## src/rtl/gate_output_monitor.sv

```systemverilog
// gate_output_monitor: captures {t,n,r,k,m} on each sampled change as a {vec, ts} record
// into a small FIFO drained over valid/ready. Define GATE_MON_PARITY_EN to add out_parity.
module gate_output_monitor #(
  parameter int DEPTH = 4,
  parameter int TS_W  = 8,
  parameter int CNT_W = 8
) (
  input  logic                     clk,
  input  logic                     rst,
  input  logic                     sample_en,
  input  logic                     t,
  input  logic                     n,
  input  logic                     r,
  input  logic                     k,
  input  logic                     m,
  output logic                     out_valid,
  input  logic                     out_ready,
  output logic [5+TS_W-1:0]        out_data,
  output logic [CNT_W-1:0]         change_cnt,
  output logic                     overflow,
  output logic [$clog2(DEPTH):0]   fifo_level
`ifdef GATE_MON_PARITY_EN
  ,
  output logic                     out_parity
`endif
);

  localparam int AW    = $clog2(DEPTH);
  localparam int LW    = AW + 1;
  localparam int REC_W = 5 + TS_W;
  localparam logic [LW-1:0] FULL_LVL = LW'(DEPTH);

  function automatic logic [CNT_W-1:0] sat_inc(input logic [CNT_W-1:0] c);
    return (&c) ? c : c + 1'b1;
  endfunction

  function automatic logic rec_parity(input logic [REC_W-1:0] rec);
    return ^rec;
  endfunction

  logic [TS_W-1:0]  ts_p1;
  logic [4:0]       prev_p1;
  logic [AW-1:0]    head_p1;
  logic [AW-1:0]    tail_p1;
  logic [LW-1:0]    level_p1;
  logic [CNT_W-1:0] cnt_p1;
  logic             ovf_p1;
  logic [REC_W-1:0] mem_p1 [DEPTH];
`ifdef GATE_MON_PARITY_EN
  logic             par_mem_p1 [DEPTH];
`endif

  logic [4:0]       vec_p0;
  logic [REC_W-1:0] rec_p0;
  logic             change_p0;
  logic             full_p0;
  logic             pop_p0;
  logic             push_p0;
  logic             drop_p0;

  // Stage p0: detect change against the last sampled vector and arbitrate push/pop
  always_comb begin
    vec_p0    = {t, n, r, k, m};
    rec_p0    = {vec_p0, ts_p1};
    change_p0 = sample_en && (vec_p0 != prev_p1);
    full_p0   = (level_p1 == FULL_LVL);
    pop_p0    = out_valid && out_ready;
    // A pop in the same cycle frees the slot the push needs when full.
    push_p0   = change_p0 && (!full_p0 || pop_p0);
    drop_p0   = change_p0 && full_p0 && !pop_p0;
  end

  // Stage p1: control state (reset applies here only)
  always_ff @(posedge clk) begin
    if (rst) begin
      ts_p1    <= '0;
      prev_p1  <= '0;
      head_p1  <= '0;
      tail_p1  <= '0;
      level_p1 <= '0;
      cnt_p1   <= '0;
      ovf_p1   <= 1'b0;
    end else begin
      ts_p1 <= ts_p1 + 1'b1;
      if (sample_en) prev_p1 <= vec_p0;
      if (change_p0) cnt_p1 <= sat_inc(cnt_p1);
      if (drop_p0) ovf_p1 <= 1'b1;
      if (push_p0) tail_p1 <= tail_p1 + 1'b1;
      if (pop_p0) head_p1 <= head_p1 + 1'b1;
      unique case ({push_p0, pop_p0})
        2'b10:   level_p1 <= level_p1 + 1'b1;
        2'b01:   level_p1 <= level_p1 - 1'b1;
        default: level_p1 <= level_p1;
      endcase
    end
  end

  // Stage p1: record storage, written only on push so it needs no reset
  always_ff @(posedge clk) begin
    if (push_p0) begin
      mem_p1[tail_p1] <= rec_p0;
`ifdef GATE_MON_PARITY_EN
      par_mem_p1[tail_p1] <= rec_parity(rec_p0);
`endif
    end
  end

  // Output: head record, forced to zero when empty so reset leaves out_data at 0
  always_comb begin
    out_valid  = (level_p1 != '0);
    out_data   = out_valid ? mem_p1[head_p1] : '0;
    change_cnt = cnt_p1;
    overflow   = ovf_p1;
    fifo_level = level_p1;
`ifdef GATE_MON_PARITY_EN
    out_parity = out_valid ? par_mem_p1[head_p1] : 1'b0;
`endif
  end

`ifndef GATE_MON_PARITY_EN
  logic unused_p0;
  assign unused_p0 = rec_parity(rec_p0);
`endif

endmodule

```

## config.mk

```make
export PLATFORM = sky130hd
export DESIGN_NAME = gate_output_monitor
export DESIGN_NICKNAME = d
export VERILOG_FILES = /design/src/rtl/gate_output_monitor.sv
export SDC_FILE = /design/constraint.sdc
export NUM_CORES = 1
export LEC_CHECK = 0
export ABC_AREA = 1
export ABC_CLOCK_PERIOD_IN_PS = 1900
export BUFFER_PORTS_ARGS = -buffer_cell sky130_fd_sc_hd__buf_2
export CORE_MARGIN = 2
export CORE_UTILIZATION = 53
export DETAILED_ROUTE_END_ITERATION = 8
export PLACE_DENSITY = 0.77
export SYNTH_ARGS = -nofsm -noshare
export SYNTH_HDL_FRONTEND = slang
export SYNTH_SLANG_ARGS = --single-unit
```

## constraint.sdc

```tcl
create_clock -name clk -period 1.9 [get_ports clk]
set_input_delay 0 -clock clk [delete_from_list [all_inputs] [get_ports clk]]
set_output_delay 0 -clock clk [all_outputs]
set_load 0.02 [all_outputs]
```

[After elaboration in Yosys (flattened, before gate mapping)]
Memory sizes are Yosys's and may differ from the RTL's. A register that Yosys moved wholly into a read port is not among the register bits.
Index checks and enable logic that the tools add are counted.
Widths: inputs -> output; s select.
Operators by class
  add/subtract/negate cells: 6
  equal/unequal tests: 4
  mux-type cells: 6
  bitwise gates (word level): 1
  reduce and logical (&&, ||, !) cells: 12
Operators with widths (number)
  $add 8x1->8 const B: 2
  $mux 13: 1
  $reduce_and 8->1: 1
  $pmux 3 s2: 1
  $logic_and 1x1->1: 5
  $ne 5x5->1: 1
  $add 2x1->2 const B: 2
  $mux 2: 2
  $add 3x1->3 const B: 1
  $eq 3x3->1 const B: 1
  $reduce_bool 3->1: 1
  $sub 3x1->3 const B: 1
  $eq 2x1->1 const B: 1
  $eq 2x2->1 const B: 1
  $logic_not 1->1: 2
  $mux 1: 2
  $reduce_and 2->1: 1
  $reduce_bool 2->1: 1
  $logic_or 1x1->1: 1
  $not 1->1: 1
Storage, ports and cells
  flip-flop bits (word level): 29
  bits in writable memories: 52
  bits of input ports: 9
  output and inout bits: 26
  logic and storage cells: 37
  memories kept: 1
Memory list
  mem_p1: depth 4, width 13, read ports 1, clocked after memory_dff 1, wr ports 1, RTL line 48  | logic [REC_W-1:0] mem_p1 [DEPTH];

[Depth between registers and ports, before layout]
  depth after elaboration: 6
  mapped depth: 13
  depth with buffers taken out: 13

[Least setup slack after synthesis]
No wires, ideal clock.
  path kind: flip-flop to flip-flop
  start point: register level_p1[2] (netlist: fifo_level[2])
  end point: memory mem_p1[0][0] (netlist name), enable pin
  setup time: 0.382 ns
  arrival time: 1.560 ns
  required time: 1.518 ns
  slack: -0.043 ns
  stages on the path, launching flop included: 7
  buffers on the path: 0
  period minus slack after synthesis: 1.943 ns
  cells stage by stage: dfxtp_1 inv_1 nand2_2 nand2_2 nand3_2 nand2_4 nor2_1
Between the ends
  word-level cells in the longest chain between the ends: 6
  elaborated cells on any way between the ends: 8
  classes of those cells: 1 x eq/ne; 2 x mux; 5 x reduce/logical
RTL lines
  start: declaration: RTL line 45  | logic [LW-1:0] level_p1;
  start signal: assignment: RTL line 91  | 2'b10: level_p1 <= level_p1 + 1'b1;
  start signal: assignment: RTL line 92  | 2'b01: level_p1 <= level_p1 - 1'b1;
  start signal: assignment: RTL line 93  | default: level_p1 <= level_p1;
  $reduce_bool 3->1: RTL line 110  | out_valid = (level_p1 != '0);
  named net out_valid: RTL line 16  | output logic out_valid,
  $logic_and 1x1->1: RTL line 67  | pop_p0 = out_valid && out_ready;
  $logic_or 1x1->1: RTL line 69  | push_p0 = change_p0 && (!full_p0 || pop_p0);
  $logic_and 1x1->1: RTL line 69
  $mux 1: RTL line 100  | if (push_p0) begin
  $mux 1 (implied by the code): RTL line 101  | mem_p1[tail_p1] <= rec_p0;
  end: declaration: RTL line 48
The timed path passes the listed nets, and every way through them passes these cells.

[Final worst setup path]
  start point: input port m
  end point: memory mem_p1[1][4] (netlist name), enable pin
Between the ends
  word-level cells in the longest chain between the ends: 5
RTL lines
  start: declaration: RTL line 15  | input logic m,
  $ne 5x5->1: RTL line 65  | change_p0 = sample_en && (vec_p0 != prev_p1);
  $logic_and 1x1->1: RTL line 65
  $logic_and 1x1->1: RTL line 69
  $mux 1: RTL line 100
  $mux 1 (implied by the code): RTL line 101
Every way passes these cells.

==> flow_metrics.env <==
export IMPL_fmax_mhz=571
export IMPL_clkPwrFrac_pct=25.3
export IMPL_yosysTopAreaCell="edfxtp_1"
export IMPL_first_global_vias=2350
export IMPL_ys_flop_type="edfxtp_1"
export IMPL_relSlewSlack_pct=58.4
export IMPL_reg2regPathDepth=12
export IMPL_cts_sinks=83
export IMPL_numPortBuffers=34
export IMPL_cts_tree="yes"
export IMPL_synth_top_cells_by_count="80 x nor2_1, 52 x edfxtp_1, 38 x o21ai_0"
export IMPL_die_area_um2=7370
export IMPL_std_cell_rows=29
export IMPL_synth_most_common_cell="nor2_1"
export IMPL_ys_warn_count=0
export IMPL_final_max_slew_violation_count=0
export IMPL_p_per_area_nw_per_um2=1110
export IMPL_p_int_mw=3.06
export IMPL_violations="design-rule violations"
export IMPL_clock_latency_ns=0.33
export IMPL_outcome="finished with violations"
export IMPL_dpl_worst_slack_ns=0.189
export IMPL_synth_top_area_share_pct=44.0
export IMPL_core_um2=6420
export IMPL_synth_avg_cell_area_um2=9.94
export IMPL_irDropWorstVdd_uv=643
export IMPL_synth_top_family_by_area="simple AND/OR/NAND/NOR gates"
export IMPL_p_leak_nw=1.65
export IMPL_drc=2
export IMPL_synth_adder_area_share_pct=2.68
export IMPL_worst_setup_path_type="in -> reg"
export IMPL_synth_mux_area_share_pct=0
export IMPL_drive_gt1_share_pct=18.0
export IMPL_routed_via_density=5.11
export IMPL_hold_viol=0
export IMPL_syn_area_um2=3550
export IMPL_wl_per_cell_um=13.1
export IMPL_setup_slack_ns=0.148
export IMPL_firstDrtPassIters=7
export IMPL_regToRegSetupSlack_ns=0.19
export IMPL_crit_fanout=13
export IMPL_finalCritPeriodShare_pct=92.2
export IMPL_period_minus_slack_ns=1.75
export IMPL_endpoint_kind="register"
export IMPL_rsz0062_at_grt="false"
export IMPL_antenna_found_initial=0
export IMPL_finalClockSkew_ns=0.00676
export IMPL_ys_seq_area_share_pct=61.5
export IMPL_routabilityCongestion=0.811
export IMPL_ys_seq_elements=83
export IMPL_fillers=512
export IMPL_p_sw_mw=1.46
export IMPL_start_util_pct=55.3
export IMPL_drtIter0Drc=218
export IMPL_ant_nets=0
export IMPL_seq_power_share_pct=47.8
export IMPL_synth_fp_nets=373
export IMPL_track_usage_pct=18.6
export IMPL_vias=2491
export IMPL_async_reset_ff_share_pct=0
export IMPL_hp_class="in -> reg"
export IMPL_worstMarginPinSlew_ns=0.624
export IMPL_grt_pass1_wl_um=10500
export IMPL_synth_edf_count=52
export IMPL_register_area_um2=2180
export IMPL_grt_max_degree=27
export IMPL_clockBufferDepth=2
export IMPL_area_delta_synth_final_pct=15.1
export IMPL_htreeDepth=3
export IMPL_boundaryPins=35
export IMPL_cts_buffers=9
export IMPL_yosys_top_cells_area="edfxtp_1 44%, dfxtp_1 17%, nor2_1 8.5%"
export IMPL_cts_root_buf="clkbuf_8"
export IMPL_place_hpwl_um=4190
export IMPL_synth_simple_area_share_pct=18.3
export IMPL_post_dp_cell_area_um2=3820
export IMPL_setup_viol_count_final=0
export IMPL_multi_input_area_um2=1180
export IMPL_antenna_cells=0
export IMPL_fin_area_um2=4090
export IMPL_routed_wirelength_um=6390
export IMPL_crit_required_ns=1.92
export IMPL_whs_path_depth=4
export IMPL_cap_violations=0
export IMPL_fin_tns_setup_ns=0
export IMPL_syn_inst=357
export IMPL_fp_dieW_um=85.8
export IMPL_clkTransAtPathRegs_ns=0.07
export IMPL_cp_start_kind="input pin"
export IMPL_synth_compound_area_share_pct=11.0
export IMPL_synth_xor_area_share_pct=1.23
export IMPL_dieHeight_um=85.8
export IMPL_cp_arrival_ns=1.77
export IMPL_nNetsFinal=421
export IMPL_p_comb_share_pct=26.9
export IMPL_grt_overflow=0
export IMPL_ys_types=30
export IMPL_sw_frac_of_total_pct=32.3
state kept, by name, indices dropped and copies added (netlist names), named ones only:
name / cells
overflow: 1
head_p1: 2
tail_p1: 2
prev_p1: 5
ts_p1: 8
change_cnt: 8
mem_p1: 52
fifo_level: 3
repair_timing:
action                                 in CTS  in global routing
hold buffers                                7                  0
gates resized for setup                     0                  0
buffers inserted                            0                  1
setup endpoints to repair                   0                  1
endpoints found under the hold margin      32                  0
placed cells by master, fill, tap and decap left out, types with 2 or more instances in the layout:
cell type / instances
o21ai_0: 38
clkbuf_8: 9
buf_4: 7
nand4_1: 2
xor2_1: 2
inv_2: 2
nand2_1: 27
dfxtp_1: 31
edfxtp_1: 52
o21ai_1: 4
nand3_2: 3
inv_1: 32
nor2_2: 2
nand3_1: 9
nor2_1: 80
ha_1: 6
xnor2_1: 3
nor3_1: 3
a21oi_1: 31
nand2_4: 4
clkinv_1: 3
clkbuf_1: 3
o21a_1: 2
nand2_2: 4
buf_2: 34
dlygate4sd3_1: 7
stage by stage:
stage	hold slack [ns]	std cells	util (%)	total power [mW]
finish	0.166	487	63.6	4.52
floorplan	0.0989	357	-	3.03
CTS	0.140	486	63.3	4.55
detailed placement	0.260	463	59.5	3.40
global placement	0.257	463	59.5	3.37
global route	0.178	487	63.6	4.77
metal layers:
| layer | up-vias | wire (um) | track usage [%] |
|---|---|---|---|
| li1 | 1284 | - | - |
| met1 | 1148 | 2730 | 22.6 |
| met5 | - | 0 | 0 |
| met4 | 0 | 95 | 7.07 |
| met2 | 51 | 3300 | 32.0 |
| met3 | 8 | 264 | 5.00 |
worst paths after layout:
check / from / endpoint
worst min-delay path: out_ready / head_p1[0]$_SDFFE_PP0P_
worst max register to register: prev_p1[2]$_SDFFE_PP0P_ / fifo_level[2]$_SDFFE_PP0P_
worst min register to register: head_p1[1]$_SDFFE_PP0P_ / register
worst max-delay path: m / mem_p1[1][4]$_DFFE_PP_
kinds of logic after synthesis:
kind of cell	Yosys count
flip-flops	83
AND/OR/NAND/NOR	138
AO/OA/AOI/OAI	76
buffers and inverters	48
adder cells (fa/ha/maj)	7
XOR/XNOR	5
critical path, stage by stage:
cell           delay [ns]
dlygate4sd3_1        0.53
buf_2                0.16
nand2_1              0.07
inv_1                0.04
nor2_1               0.09
nor2_1               0.06
nand3_2              0.08
nand2_4              0.07
buf_12               0.14
inv_6                0.09
nand2_4              0.08
nor2_1               0.10
buf_4                0.24
power groups by stage:
stage / sequential (mW) / clock [mW] / combinational (mW)
6_report: 2.16 / 1.14 / 1.21
4_1_cts: 2.16 / 1.17 / 1.22
5_1_grt: 2.18 / 1.25 / 1.35
3_5_place_dp: 2.20 / 0 / 1.20
3_3_place_gp: 2.19 / 0 / 1.18
2_1_floorplan: 2.22 / 0 / 0.810
final cells by class:
cell class                 instances  share of cell area (%)
clock inverter                     4                    1.04
sequential                        83                    53.4
clock buffer                      12                    3.31
tap                               77                    2.36
multi-input combinational        226                    28.8
timing repair buffer              49                    7.65
inverter                          36                    3.43
Note: power is estimated with default switching activity, not from simulation.
